File: src/rtl/rf_sched_pkg.sv
// Shared widths, types and helpers for the register-file write scheduler.
package rf_sched_pkg;

    localparam int unsigned WORD_LENGTH = 32;
    localparam int unsigned ADDR_LENGTH = 5;
    localparam int unsigned MAX_REQ     = 32;
    localparam int unsigned IDX_W       = $clog2(MAX_REQ);

    typedef logic [WORD_LENGTH-1:0] rf_word_t;
    typedef logic [ADDR_LENGTH-1:0] rf_addr_t;

    // Index of the set bit in a one-hot vector; 0 when no bit is set.
    function automatic int unsigned onehot_to_idx(input logic [MAX_REQ-1:0] onehot);
        int unsigned idx;
        idx = 0;
        for (int unsigned i = 0; i < MAX_REQ; i++) begin
            if (onehot[IDX_W'(i)]) idx = i;
        end
        return idx;
    endfunction

endpackage

File: src/rtl/rf_write_scheduler_rr_arbiter.sv
// Combinational round-robin arbiter: one-hot grant, search starts at ptr.
module rr_arbiter #(
    parameter int unsigned N     = 2,
    parameter int unsigned PTR_W = $clog2(N)
) (
    input  logic [N-1:0]     req,
    input  logic [PTR_W-1:0] ptr,
    output logic [N-1:0]     gnt
);

    always_comb begin
        int unsigned idx;
        logic        found;
        gnt   = '0;
        found = 1'b0;
        idx   = 0;
        for (int unsigned k = 0; k < N; k++) begin
            idx = (32'(ptr) + k) % N;
            if (!found && req[PTR_W'(idx)]) begin
                gnt[PTR_W'(idx)] = 1'b1;
                found            = 1'b1;
            end
        end
    end

endmodule

File: src/rtl/rf_write_scheduler.sv
// Round-robin scheduler for the single register-file write port with a busy scoreboard.
// Optional RF_SCHED_BYPASS_EN adds two combinational forwarding read ports.
module rf_write_scheduler #(
    parameter int unsigned WORD_LENGTH = rf_sched_pkg::WORD_LENGTH,
    parameter int unsigned ADDR_LENGTH = rf_sched_pkg::ADDR_LENGTH,
    parameter int unsigned NUM_REQ     = 2
) (
    input  logic                           clk,
    input  logic                           reset,
    input  logic [NUM_REQ-1:0]             req_valid,
    output logic [NUM_REQ-1:0]             req_ready,
    input  logic [NUM_REQ*ADDR_LENGTH-1:0] req_addr,
    input  logic [NUM_REQ*WORD_LENGTH-1:0] req_data,
    input  logic                           rsv_valid,
    input  logic [ADDR_LENGTH-1:0]         rsv_addr,
    output logic                           rsv_ready,
    output logic [2**ADDR_LENGTH-1:0]      busy,
    output logic                           rf_we,
    output logic [ADDR_LENGTH-1:0]         rf_wa,
    output logic [WORD_LENGTH-1:0]         rf_wd
`ifdef RF_SCHED_BYPASS_EN
   ,input  logic [ADDR_LENGTH-1:0]         byp_ra1,
    input  logic [ADDR_LENGTH-1:0]         byp_ra2,
    output logic                           byp_hit1,
    output logic                           byp_hit2,
    output logic [WORD_LENGTH-1:0]         byp_rd1,
    output logic [WORD_LENGTH-1:0]         byp_rd2
`endif
);

    import rf_sched_pkg::*;

    localparam int unsigned PTR_W    = $clog2(NUM_REQ);
    localparam int unsigned NUM_REGS = 2**ADDR_LENGTH;

    logic [NUM_REQ-1:0]     gnt;
    logic [PTR_W-1:0]       rr_ptr;
    logic [PTR_W-1:0]       gnt_idx;
    logic [PTR_W-1:0]       ptr_next;
    logic                   xfer;
    logic [ADDR_LENGTH-1:0] sel_addr;
    logic [WORD_LENGTH-1:0] sel_data;
    logic [NUM_REGS-1:0]    busy_next;

    rr_arbiter #(
        .N     (NUM_REQ),
        .PTR_W (PTR_W)
    ) u_arb (
        .req (req_valid),
        .ptr (rr_ptr),
        .gnt (gnt)
    );

    assign req_ready = gnt;
    assign xfer      = |gnt;
    assign gnt_idx   = PTR_W'(onehot_to_idx(MAX_REQ'(gnt)));
    assign sel_addr  = req_addr[gnt_idx*ADDR_LENGTH +: ADDR_LENGTH];
    assign sel_data  = req_data[gnt_idx*WORD_LENGTH +: WORD_LENGTH];
    assign ptr_next  = (32'(gnt_idx) == NUM_REQ - 1) ? '0 : gnt_idx + PTR_W'(1);

    // One outstanding producer per register; busy[0] is never set so x0 always accepts.
    assign rsv_ready = !busy[rsv_addr];

    // Clear on commit first, then set, so a same-edge reservation wins.
    always_comb begin
        busy_next = busy;
        if (rf_we) busy_next[rf_wa] = 1'b0;
        if (rsv_valid && rsv_ready) busy_next[rsv_addr] = 1'b1;
        busy_next[0] = 1'b0;
    end

    // Registered write stage, round-robin pointer and scoreboard.
    always_ff @(posedge clk or posedge reset) begin
        if (reset) begin
            rf_we  <= 1'b0;
            rf_wa  <= '0;
            rf_wd  <= '0;
            rr_ptr <= '0;
            busy   <= '0;
        end else begin
            rf_we <= xfer && (sel_addr != '0);
            if (xfer) begin
                rf_wa  <= sel_addr;
                rf_wd  <= sel_data;
                rr_ptr <= ptr_next;
            end
            busy <= busy_next;
        end
    end

`ifdef RF_SCHED_BYPASS_EN
    // Forward the write being committed this cycle.
    assign byp_hit1 = rf_we && (rf_wa == byp_ra1) && (byp_ra1 != '0);
    assign byp_hit2 = rf_we && (rf_wa == byp_ra2) && (byp_ra2 != '0);
    assign byp_rd1  = byp_hit1 ? rf_wd : '0;
    assign byp_rd2  = byp_hit2 ? rf_wd : '0;
`endif

endmodule

File: config.mk
export PLATFORM = sky130hd
export DESIGN_NAME = rf_write_scheduler
export DESIGN_NICKNAME = d
export VERILOG_FILES = /design/src/rtl/rf_sched_pkg.sv /design/src/rtl/rf_write_scheduler_rr_arbiter.sv /design/src/rtl/rf_write_scheduler.sv
export SDC_FILE = /design/constraint.sdc
export NUM_CORES = 1
export LEC_CHECK = 0
export ABC_AREA = 1
export CAP_MARGIN = 5
export CORE_ASPECT_RATIO = 2
export CORE_MARGIN = 2
export CORE_UTILIZATION = 48
export CTS_BUF_LIST = sky130_fd_sc_hd__clkbuf_4 sky130_fd_sc_hd__clkbuf_8
export DETAILED_ROUTE_END_ITERATION = 16
export HOLD_SLACK_MARGIN = 0.06
export PLACE_DENSITY_LB_ADDON = 0.05
export SKIP_LAST_GASP = 1
export SLEW_MARGIN = 25
export SYNTH_ARGS = -nofsm -noshare
export SYNTH_HDL_FRONTEND = slang
export SYNTH_HIERARCHICAL = 1
export SYNTH_SLANG_ARGS = --single-unit
File: constraint.sdc
create_clock -name clk -period 6.2 [get_ports clk]
set_input_delay 0.62 -clock clk [delete_from_list [all_inputs] [get_ports clk]]
set_output_delay 0.62 -clock clk [all_outputs]
set_load 0.005 [all_outputs]
==> key figures, run 1 <==
Critical path
  • Crit path max fanout: 32
  • Critical Path End Type: output pin
  • Type of the setup path with the least slack: in2out
  • R2R cell count: 6
  • Data arrival time of the worst path: 3.39 ns
  • Data required time at the worst endpoint: 5.58 ns
  • Category of the worst setup path launch point: input port
  • Worst reg2reg endpoint: rf_wa[3]
  • Start point of the critical path: rsv_addr[0]
  • Flop2flop setup slack: 3.98 ns
  • Reg-to-Reg Start: rr_ptr

Finish
  • Fraction of layout cells with a size suffix above 1: 6.11%
  • Filler cells: 652
  • Final net count: 734
  • Area used by sequential logic in the layout: 0.00175 mm^2
  • Area taken by multi-input logic gates: 0.00173 mm^2
  • Antenna cell count: 0
  • Area added between synthesis and finish: 45.9%

GRT
  • Largest net degree at the start of global routing: 71
  • Met3 usage in global routing: 8.65%
  • Busiest metal layer after global routing: met2
  • Initial antenna violation count: 0
  • Number of global-route vias before repair: 4059
  • GR Util All Layers: 29.6%
  • Global route total overflow: 0
  • Met2 global-route usage: 53.6%
  • Wire length of the first global-routing pass: 19000 um
  • GR Util met1: 29.6%

STA
  • Post-route clock period utilization: 64.7%
  • Setup TNS after final layout: 0 ns
  • Max Transition Viols Final: 0
  • Final Hold Violating Endpoints: 0
  • Min Tclk post-route: 4.01 ns
  • Worst clock skew: 0.00941 ns
  • Tightest Pin Transition: 0.890 ns
  • Final worst slack: 2.19 ns
  • Tightest slew margin relative to the limit: 40.7%
  • Final setup viols: 0
  • Setup repair after global routing missed its margin: no
  • Max frequency: 249 MHz

Yosys
  • Warnings from Yosys: 6
  • Most frequent cell after synthesis: sky130_fd_sc_hd__nand2_1
  • Register bit total from synthesis: 70
  • Share of synthesized registers carrying an async set or reset: 100%
  • Top area cells in the synthesized netlist: sky130_fd_sc_hd__dfrtp_1, sky130_fd_sc_hd__nand2_1, sky130_fd_sc_hd__nand3_1
  • Cell count after synthesis: 507
  • Seq/Total Area, Yosys: 46.9%
  • Number of enable flip-flop cells after synthesis: 0
  • Dominant synthesized flop cell: sky130_fd_sc_hd__dfrtp_1
  • Top cells by instance count after synthesis: sky130_fd_sc_hd__nand2_1, sky130_fd_sc_hd__dfrtp_1, sky130_fd_sc_hd__nand3_1
  • Post-synth net total: 591
  • Synth area leader: sky130_fd_sc_hd__dfrtp_1
  • Cell area after synthesis: 0.00373 mm^2
  • Synth Area per Inst: 7.37 um^2
  • Netlist cell types: 26
  • Fraction of post-synthesis cell area in the top cell type by area: 46.9%

Clock tree
  • Setup Fix Bufs, Post-CTS: 0
  • Clock Latency Late Sink: 0.36 ns
  • CTS tree: built
  • Count of hold-fix buffers inserted at cts: 0
  • Number of buffers between clock root and the deepest sink: 2
  • Htree depth: 3
  • Total clock sinks: 70
  • TritonCTS Buffers: 9
  • Post-CTS Resized: 0
  • Clock edge transition at the registers on the reported setup and hold paths: 0.07 ns
  • CTS Root Cell: sky130_fd_sc_hd__clkbuf_8

Status
  • Result of the run: completed

Run
  • Max-cap violations: 0

Routing
  • Initial DRC Count: 382
  • Number of vias in the routed layout: 4031
  • Via-to-Cell Ratio: 5.38
  • Detail-routed net length per standard cell: 16.0 um
  • Total Wirelength: 12000 um
  • Number of remaining DRC errors: 0
  • Detailed-router iteration count before antenna repair: 4
  • Number of nets with antenna violations after detailed routing: 0

Power
  • VDD IR-drop max: 0.000193 V
  • Total power density per cell area: 325 mW/mm^2
  • Static leakage power: 2.41 nW

Worst hold path
  • Hold crit path type: reg2reg
  • WHS Endpoint: rf_wd[19]
  • HP Start: rf_wd[19]
  • Cell depth of the worst hold path: 2

Place
  • Minimum setup slack after placement: 2.24 ns
  • HPWL after detailed placement: 8840 um
  • Number of buffers added on ports: 155
  • Routability cong.: 0.905

Floorplan
  • Die footprint: 0.00855 mm^2
  • Starting Density: 49.5%
  • Placeable Area: 0.00754 mm^2
  • Vertical extent of the die: 129 um
  • Number of ports placed on the die boundary: 157
  • # rows: 45
  • Die extent in x: 66.4 um
[cell usage in the layout (no fill, tap or decap), types with 2 or more instances in the layout]
master	Yosys	layout
sky130_fd_sc_hd__clkdlybuf4s50_1	0	154
sky130_fd_sc_hd__o21ai_0	31	31
sky130_fd_sc_hd__clkbuf_8	0	10
sky130_fd_sc_hd__clkinvlp_4	0	5
sky130_fd_sc_hd__o21ai_1	6	6
sky130_fd_sc_hd__nor3_1	8	8
sky130_fd_sc_hd__inv_1	13	12
sky130_fd_sc_hd__nand2_1	202	202
sky130_fd_sc_hd__nand2_2	2	2
sky130_fd_sc_hd__nor2_2	2	2
sky130_fd_sc_hd__dfrtp_1	70	70
sky130_fd_sc_hd__nand3_1	63	63
sky130_fd_sc_hd__nor2_1	34	34
sky130_fd_sc_hd__inv_2	10	11
sky130_fd_sc_hd__buf_4	1	2
sky130_fd_sc_hd__nand4_1	31	31
[metrics by stage]
step / instances / instance area, um^2 / util, % / hold WS (ns) / total power, mW
after floorplan: 507 / 3730 / - / 0.476 / 0.988
after global placement: 732 / 5260 / 69.7 / 0.462 / 1.42
after detailed placement: 732 / 5260 / 69.7 / 0.468 / 1.43
after CTS: 748 / 5440 / 72.1 / 0.487 / 1.78
after global routing: 749 / 5450 / 72.2 / 0.498 / 1.88
final: 749 / 5450 / 72.2 / 0.485 / 1.77
[area by class of cell]
type                            count  area share, %
Tap cell                           94           2.16
Timing Repair Buffer              158           28.9
Clock buffer                       10           2.53
Multi-Input combinational cell    387           31.7
Clock inverter                      6          0.849
Sequential cell                    70           32.1
Inverter                           24           1.70
[routing by layer]
metal  wire length, um  vias to the layer above  share of wire (%)
li1                  -                     1949                  -
met1              4020                     1841                 34
met2              6610                      189                 55
met3               749                       52                6.3
met4               576                        0                4.8
met5                 0                        -                  0
[cells by family after synthesis]
logic type	after synthesis	share of synthesized area (%)
flops	70	46.9
simple gates	346	40.3
compound gates	40	5.70
other cells	1	0.100
buf+inv	50	7.04
[worst max path at each step]
stage | slack [ns] | end | cells after the start
5_1_grt | 1.96 | rsv_ready | 11
3_3_place_gp | 2.30 | rsv_ready | 11
3_5_place_dp | 2.24 | rsv_ready | 11
4_1_cts | 2.23 | rsv_ready | 11
2_1_floorplan | 3.81 | busy[10] | 1
6_report | 2.19 | rsv_ready | 11
[worst max-delay path: stages]
cell and delay (ns):
sky130_fd_sc_hd__clkdlybuf4s50_1 0.89, sky130_fd_sc_hd__inv_4 0.20, sky130_fd_sc_hd__nand2_1 0.10, sky130_fd_sc_hd__nand2_1 0.05
sky130_fd_sc_hd__nand2_1 0.05, sky130_fd_sc_hd__nand2_1 0.06, sky130_fd_sc_hd__nand2_1 0.06, sky130_fd_sc_hd__nand2_1 0.08
sky130_fd_sc_hd__nor2_4 0.56, sky130_fd_sc_hd__and2_1 0.22, sky130_fd_sc_hd__clkdlybuf4s50_1 0.49
[flip-flops by register name (all words and copies together), names as in the netlist]
register	count
rf_wd	32
rr_ptr	1
rf_wa	5
rf_we	1
busy	31
[report_power, final]
group          internal (mW)  total [mW]  switching [mW]
registers              0.599       0.741           0.142
logic                  0.388       0.685           0.297
clock network          0.157       0.345           0.188
No activity file was read; power rests on OpenSTA's default activity.
==> run 2: changes to the inputs <==
Settings changed: CORE_UTILIZATION 48 to 44.
Clock period 6.2 ns to 4.05 ns, I/O delays scaled along.
==> run 2 against run 1 <==
- total power increased by 58%
- sequential share of layout area decreased by 0.22 points
- first-iteration DRC count increased by 21%
- register-to-register slack got worse by 2.1 ns
- worst hold slack got worse by 0.0042 ns
- clock power increased by 72%
- global-route usage decreased by 2.7 points
- via count increased by 1.7%
- clock skew increased by 0.0013 ns
- sequential power increased by 52%
- critical endpoint unchanged
==> key figures, run 2 (synthesis gave the netlist of run 1 again) <==
Place
  • HPWL after detailed placement: 9220 um (+4.3%)
  • Minimum setup slack after placement: 0.940 ns (-1.30 ns)
  • Number of buffers added on ports: 155 (unchanged)
  • Placement-stage cell area: 0.00528 mm^2 (+0.52%)
  • Number of instances in the placed design: 739 (+0.96%)
  • Routability cong.: 0.883 (-2.5%)

Routing
  • Detail-routed net length per standard cell: 16.4 um (+2.7%)
  • Number of vias in the routed layout: 4101 (+1.7%)
  • Initial DRC Count: 462 (+21%)
  • Total Wirelength: 12400 um (+3.6%)
  • Via-to-Cell Ratio: 5.43 (+0.93%)
  • Detailed-router iteration count before antenna repair: 6 (+2)
  • Number of remaining DRC errors: 0 (unchanged)
  • Number of nets with antenna violations after detailed routing: 0 (unchanged)

Clock tree
  • Number of buffers between clock root and the deepest sink: 2 (unchanged)
  • Htree depth: 3 (unchanged)
  • Clock Latency Late Sink: 0.35 ns (about the same)
  • Count of hold-fix buffers inserted at cts: 0 (unchanged)
  • Clock edge transition at the registers on the reported setup and hold paths: 0.07 ns (about the same)
  • Total clock sinks: 70 (unchanged)
  • CTS Root Cell: sky130_fd_sc_hd__clkbuf_8
  • Setup Fix Bufs, Post-CTS: 0 (unchanged)
  • TritonCTS Buffers: 9 (unchanged)
  • Post-CTS Resized: 0 (unchanged)
  • CTS tree: built

Floorplan
  • # rows: 47 (+4.4%)
  • Vertical extent of the die: 134 um (+4.3%)
  • Die footprint: 0.00929 mm^2 (+8.7%)
  • Die extent in x: 69.1 um (+4.2%)
  • Starting Density: 45.4% (-4.1 points)
  • Number of ports placed on the die boundary: 157 (unchanged)
  • Placeable Area: 0.00823 mm^2 (+9.1%)

GRT
  • Largest net degree at the start of global routing: 71 (unchanged)
  • Global route total overflow: 0 (unchanged)
  • Number of global-route vias before repair: 4102 (+1.1%)
  • Wire length of the first global-routing pass: 19800 um (+4.5%)
  • Initial antenna violation count: 0 (unchanged)
  • GR Util All Layers: 26.9% (-2.7 points)

STA
  • Min Tclk post-route: 3.12 ns
  • Final worst slack: 0.928 ns (-1.26 ns)
  • Max Transition Viols Final: 0 (unchanged)
  • Max frequency: 320 MHz
  • Tightest Pin Transition: 0.925 ns (+0.0353 ns)
  • Worst clock skew: 0.0107 ns (+0.00134 ns)
  • Final setup viols: 0 (unchanged)
  • Tightest slew margin relative to the limit: 38.3% (-2.4 points)
  • Final Hold Violating Endpoints: 0 (unchanged)
  • Setup repair after global routing missed its margin: no
  • Post-route clock period utilization: 77.1%
  • Setup TNS after final layout: 0 ns (unchanged)

Finish
  • Leading registers by flop count: rf_wd (32), busy (31), rf_wa (5)
  • Register with the most flip-flops: rf_wd
  • Filler cells: 733 (+12%)
  • Area added between synthesis and finish: 46.9%
  • Final Cell Area: 0.00549 mm^2 (+0.69%)
  • Area taken by multi-input logic gates: 0.00173 mm^2 (unchanged)
  • Final net count: 736 (+0.27%)
  • Final Instance Count excl. Fillers: 755 (+0.80%)
  • Most frequent cells in the layout: sky130_fd_sc_hd__nand2_1, sky130_fd_sc_hd__clkdlybuf4s50_1, sky130_fd_sc_hd__dfrtp_1, sky130_fd_sc_hd__nand3_1, sky130_fd_sc_hd__nor2_1
  • Area used by sequential logic in the layout: 0.00175 mm^2 (unchanged)
  • Fraction of layout cells with a size suffix above 1: 6.39% (+0.29 points)
  • Most common library cell in the layout ignoring fill and taps: sky130_fd_sc_hd__nand2_1
  • Max FFs per register: 32 (unchanged)
  • Antenna cell count: 0 (unchanged)

Critical path
  • Type of the setup path with the least slack: in2out
  • Cell chain of the critical path: clkdlybuf4s50_1 > inv_2 > nand3_1 > nand3_1 > nand2_1 > nand2_2 > nor2_8 > and2_1 > clkdlybuf4s50_1
  • Data required time at the worst endpoint: 3.64 ns (-1.94 ns)
  • Kind of cell adding the most delay to the critical path: buffers and inverters
  • Critical Path End Type: output pin
  • Worst reg2reg endpoint: rf_wa[3]
  • Flop2flop setup slack: 1.87 ns (-2.11 ns)
  • Category of the worst setup path launch point: input port
  • R2R cell count: 5 (-1)
  • Slowest-stage cell, CP: sky130_fd_sc_hd__clkdlybuf4s50_1
  • Reg-to-Reg Start: rr_ptr
  • Worst path bufs/invs: 3 (unchanged)
  • Maximum single-stage delay on the critical path: 0.78 ns (-0.11 ns)
  • Crit path max fanout: 32 (unchanged)
  • Data arrival time of the worst path: 2.72 ns (-0.67 ns)

Run
  • Max-cap violations: 0 (unchanged)

Worst hold path
  • HP Start: rf_wd[27]
  • Hold crit path type: reg2reg
  • WHS Endpoint: rf_wd[27]
  • Cell depth of the worst hold path: 2 (unchanged)

Power
  • VDD IR-drop max: 0.000223 V (+16%)
  • Total power density per cell area: 508 mW/mm^2 (+57%)
  • Static leakage power: 2.44 nW (+1.1%)

Status
  • Result of the run: completed
-- run 2: changes by cell type in the layout (fill, tap and decap cells not counted) --
cell                         previous run  this run
sky130_fd_sc_hd__clkinv_2               0         1
sky130_fd_sc_hd__buf_4                  2         5
sky130_fd_sc_hd__clkbuf_8              10        11
sky130_fd_sc_hd__bufinv_16              0         1
sky130_fd_sc_hd__clkinvlp_4             5         3
sky130_fd_sc_hd__inv_6                  1         0
sky130_fd_sc_hd__buf_8                  1         0
-- run 2: area by class of cell --
class                      count  area share, %
clock buffer                  11           2.76
clock inverter                 5           1.05
sequential                    70           31.9
tap                           98           2.23
inverter                      24           1.69
multi-input combinational    387           31.5
timing repair buffer         160           28.9
-- run 2: worst max path at each step --
stage / end / cells after the start / slack [ns] / start
2_1_floorplan: busy[10] / 1 / 1.88 / reset
3_3_place_gp: rsv_ready / 9 / 1.00 / rsv_addr[1]
3_5_place_dp: rsv_ready / 9 / 0.94 / rsv_addr[1]
4_1_cts: rsv_ready / 9 / 0.94 / rsv_addr[1]
5_1_grt: rsv_ready / 11 / 0.78 / rsv_addr[0]
6_report: rsv_ready / 9 / 0.93 / rsv_addr[1]
-- run 2: per-stage QoR --
step	hold WS [ns]	total power, mW	utilization (%)
final	0.481	2.79	66.7
after floorplan	0.476	1.51	-
after global placement	0.465	2.18	64.2
after global routing	0.529	2.95	66.7
after detailed placement	0.470	2.21	64.2
after CTS	0.486	2.80	66.7
-- run 2: report_power, final --
| group | internal [mW] | total, mW | switching (mW) |
|---|---|---|---|
| Sequential | 0.917 | 1.13 | 0.210 |
| Clock | 0.317 | 0.595 | 0.278 |
| Combinational | 0.596 | 1.07 | 0.473 |
-- run 2: worst min-delay path, cell delays in order (launching register included) --
cell	delay, ns
sky130_fd_sc_hd__dfrtp_1	0.35
sky130_fd_sc_hd__nand2_1	0.05
sky130_fd_sc_hd__nand3_1	0.05
-- run 2: routing by layer --
layer | global-route usage, % | up-vias | share of wire [%]
li1 | - | 1946 | -
met1 | 26.8 | 1889 | 33
met2 | 49.8 | 216 | 54
met3 | 7.44 | 50 | 7.3
met4 | 13.8 | 0 | 5.0
met5 | 0 | - | 0
==> run 3: changes to the inputs <==
Clock period 4.05 ns to 3 ns, I/O delays scaled along.
==> run 3 against run 2 <==
- routed wire length decreased by 0.34%
- die area unchanged
- largest power group unchanged
- global-route usage up 0.45 points
- critical endpoint unchanged
- register-to-register slack got worse by 0.87 ns
- via count grew 0.93%
- worst setup slack worse by 0.47 ns
==> key figures, run 3 (synthesis gave the netlist of run 1 again) <==
Status
  • Result of the run: completed

Place
  • HPWL after detailed placement: 9440 um (+2.4%)
  • Number of buffers added on ports: 155 (unchanged)
  • Minimum setup slack after placement: 0.474 ns (-0.466 ns)
  • Routability cong.: 0.908 (+2.8%)
  • Number of instances in the placed design: 743 (+0.54%)

STA
  • Min Tclk post-route: 2.54 ns
  • Tightest Pin Transition: 0.553 ns (-0.372 ns)
  • Final worst slack: 0.460 ns (-0.468 ns)
  • Final Hold Violating Endpoints: 0 (unchanged)
  • Worst clock skew: 0.00612 ns (-0.00463 ns)
  • Max frequency: 394 MHz
  • Final setup viols: 0 (unchanged)
  • Post-route clock period utilization: 84.7%
  • Setup TNS after final layout: 0 ns (unchanged)
  • Tightest slew margin relative to the limit: 63.1% (+25 points)
  • Setup repair after global routing missed its margin: no
  • Max Transition Viols Final: 0 (unchanged)

Routing
  • Number of nets with antenna violations after detailed routing: 0 (unchanged)
  • Initial DRC Count: 324 (-30%)
  • Detailed-router iteration count before antenna repair: 5 (-1)
  • Number of vias in the routed layout: 4139 (+0.93%)
  • Detail-routed net length per standard cell: 16.3 um (-0.86%)
  • Number of remaining DRC errors: 0 (unchanged)
  • Total Wirelength: 12300 um (-0.34%)
  • Via-to-Cell Ratio: 5.45 (+0.39%)

Finish
  • Leading registers by flop count: rf_wd (32), busy (31), rf_wa (5)
  • Area used by sequential logic in the layout: 0.00175 mm^2 (unchanged)
  • Register with the most flip-flops: rf_wd
  • Final Instance Count excl. Fillers: 759 (+0.53%)
  • Most common library cell in the layout ignoring fill and taps: sky130_fd_sc_hd__nand2_1
  • Most frequent cells in the layout: sky130_fd_sc_hd__nand2_1, sky130_fd_sc_hd__clkdlybuf4s50_1, sky130_fd_sc_hd__dfrtp_1, sky130_fd_sc_hd__nand3_1, sky130_fd_sc_hd__nor2_1
  • Max FFs per register: 32 (unchanged)
  • Antenna cell count: 0 (unchanged)
  • Final net count: 740 (+0.54%)
  • Fraction of layout cells with a size suffix above 1: 6.96% (+0.57 points)
  • Area taken by multi-input logic gates: 0.00173 mm^2 (unchanged)
  • Filler cells: 719 (-1.9%)
  • Area added between synthesis and finish: 48.4%

GRT
  • Number of global-route vias before repair: 4297 (+4.8%)
  • Busiest metal layer after global routing: met2
  • Initial antenna violation count: 0 (unchanged)
  • GR Util All Layers: 27.3% (+0.45 points)
  • GR Util met1: 25.6% (-1.2 points)
  • Global route total overflow: 0 (unchanged)
  • Largest net degree at the start of global routing: 33 (-54%)
  • Met3 usage in global routing: 7.81% (+0.38 points)
  • Wire length of the first global-routing pass: 20000 um (+1.0%)
  • Met2 global-route usage: 50.1% (+0.27 points)

Critical path
  • Crit path max fanout: 13 (-59%)
  • Worst path bufs/invs: 3 (unchanged)
  • Category of the worst setup path launch point: input port
  • Kind of cell adding the most delay to the critical path: buffers and inverters
  • Maximum single-stage delay on the critical path: 0.74 ns (-0.04 ns)
  • Slowest-stage cell, CP: sky130_fd_sc_hd__clkdlybuf4s50_1
  • Type of the setup path with the least slack: in2out
  • Cell chain of the critical path: clkdlybuf4s50_1 > inv_2 > nand3_1 > nand3_1 > nand2_1 > nand2_2 > nor2_8 > and2_1 > clkdlybuf4s50_1
  • Data arrival time of the worst path: 2.24 ns (-0.48 ns)
  • Data required time at the worst endpoint: 2.70 ns (-0.94 ns)
  • Critical Path End Type: output pin

Clock tree
  • TritonCTS Buffers: 9 (unchanged)
  • Clock Latency Late Sink: 0.36 ns (about the same)
  • Count of hold-fix buffers inserted at cts: 0 (unchanged)
  • Htree depth: 3 (unchanged)
  • Total clock sinks: 70 (unchanged)
  • Post-CTS Resized: 0 (unchanged)
  • Number of buffers between clock root and the deepest sink: 2 (unchanged)
  • Setup Fix Bufs, Post-CTS: 0 (unchanged)
  • CTS Root Cell: sky130_fd_sc_hd__clkbuf_8
  • Clock edge transition at the registers on the reported setup and hold paths: 0.08 ns (about the same)
  • CTS tree: built

Power
  • Design Power: 3.83 mW (+37%)
  • Total power density per cell area: 691 mW/mm^2 (+36%)
  • Static leakage power: 2.47 nW (+1.3%)
  • VDD IR-drop max: 0.000610 V (+170%)

Floorplan
  • Die extent in x: 69.1 um (unchanged)
  • # rows: 47 (unchanged)
  • Vertical extent of the die: 134 um (unchanged)
  • Starting Density: 45.4% (unchanged)
  • Number of ports placed on the die boundary: 157 (unchanged)
  • Die footprint: 0.00929 mm^2 (unchanged)
  • Placeable Area: 0.00823 mm^2 (unchanged)

Run
  • Max-cap violations: 0 (unchanged)

Worst hold path
  • Hold crit path type: in2async
==> run 3: cell types whose count changed in the layout (fill, tap and decap cells not counted) <==
cell	previous run	this run
sky130_fd_sc_hd__clkbuf_8	11	9
sky130_fd_sc_hd__clkinvlp_4	3	2
sky130_fd_sc_hd__buf_12	0	1
sky130_fd_sc_hd__clkinv_4	0	1
sky130_fd_sc_hd__bufinv_16	1	2
sky130_fd_sc_hd__inv_6	0	1
sky130_fd_sc_hd__buf_4	5	8
==> run 3: stage by stage <==
step           cell area [um^2]  utilization [%]  hold WS, ns
2_1_floorplan              3730                -        0.420
3_3_place_gp               5330             64.7        0.466
3_5_place_dp               5330             64.7        0.469
4_1_cts                    5550             67.4        0.263
5_1_grt                    5540             67.3        0.288
6_report                   5540             67.3        0.266
==> run 3: final timing paths <==
kind / from / end / slack, ns / cells past startpoint
setup / recovery: rsv_addr[1] / rsv_ready / 0.46 / 9
hold / removal: reset / rf_wd[4] / 0.27 / 2
setup reg to reg: rr_ptr / rf_we / 1.00 / 7
hold reg to reg: rf_wd[28] / rf_wd[28] / 0.48 / 2
max in group asynchronous: reset / rf_wd[28] / 2.07 / 3
min in group clk: rf_wd[28] / rf_wd[28] / 0.48 / 2
==> run 3: per-layer routing <==
| layer | vias up | part of all wire [%] | wire length, um |
|---|---|---|---|
| li1 | 1959 | - | - |
| met1 | 1900 | 32 | 3920 |
| met2 | 219 | 54 | 6630 |
| met3 | 61 | 8.2 | 1010 |
| met4 | 0 | 6.3 | 775 |
| met5 | - | 0 | 0 |
==> run 3: worst reg2reg max path: cells and delay by family (launching register included) <==
family                 cells  cell delay [ns]
AO/OA/AOI/OAI              2             0.57
AND/OR/NAND/NOR            3             0.53
flip-flops                 1             0.40
buffers and inverters      2             0.37
==> run 3: power by group <==
group          internal, mW  switching [mW]
registers              1.24           0.291
clock network         0.470           0.390
logic                 0.813           0.625
==> run 3: layout make-up <==
class,instances,share of cell area (%)
clock buffers,9,2.23
clock inverters,7,1.76
inverters,24,1.67
multi-input cells,387,31.2
flip-flops and latches,70,31.6
well taps,98,2.21
repair buffers,164,29.3
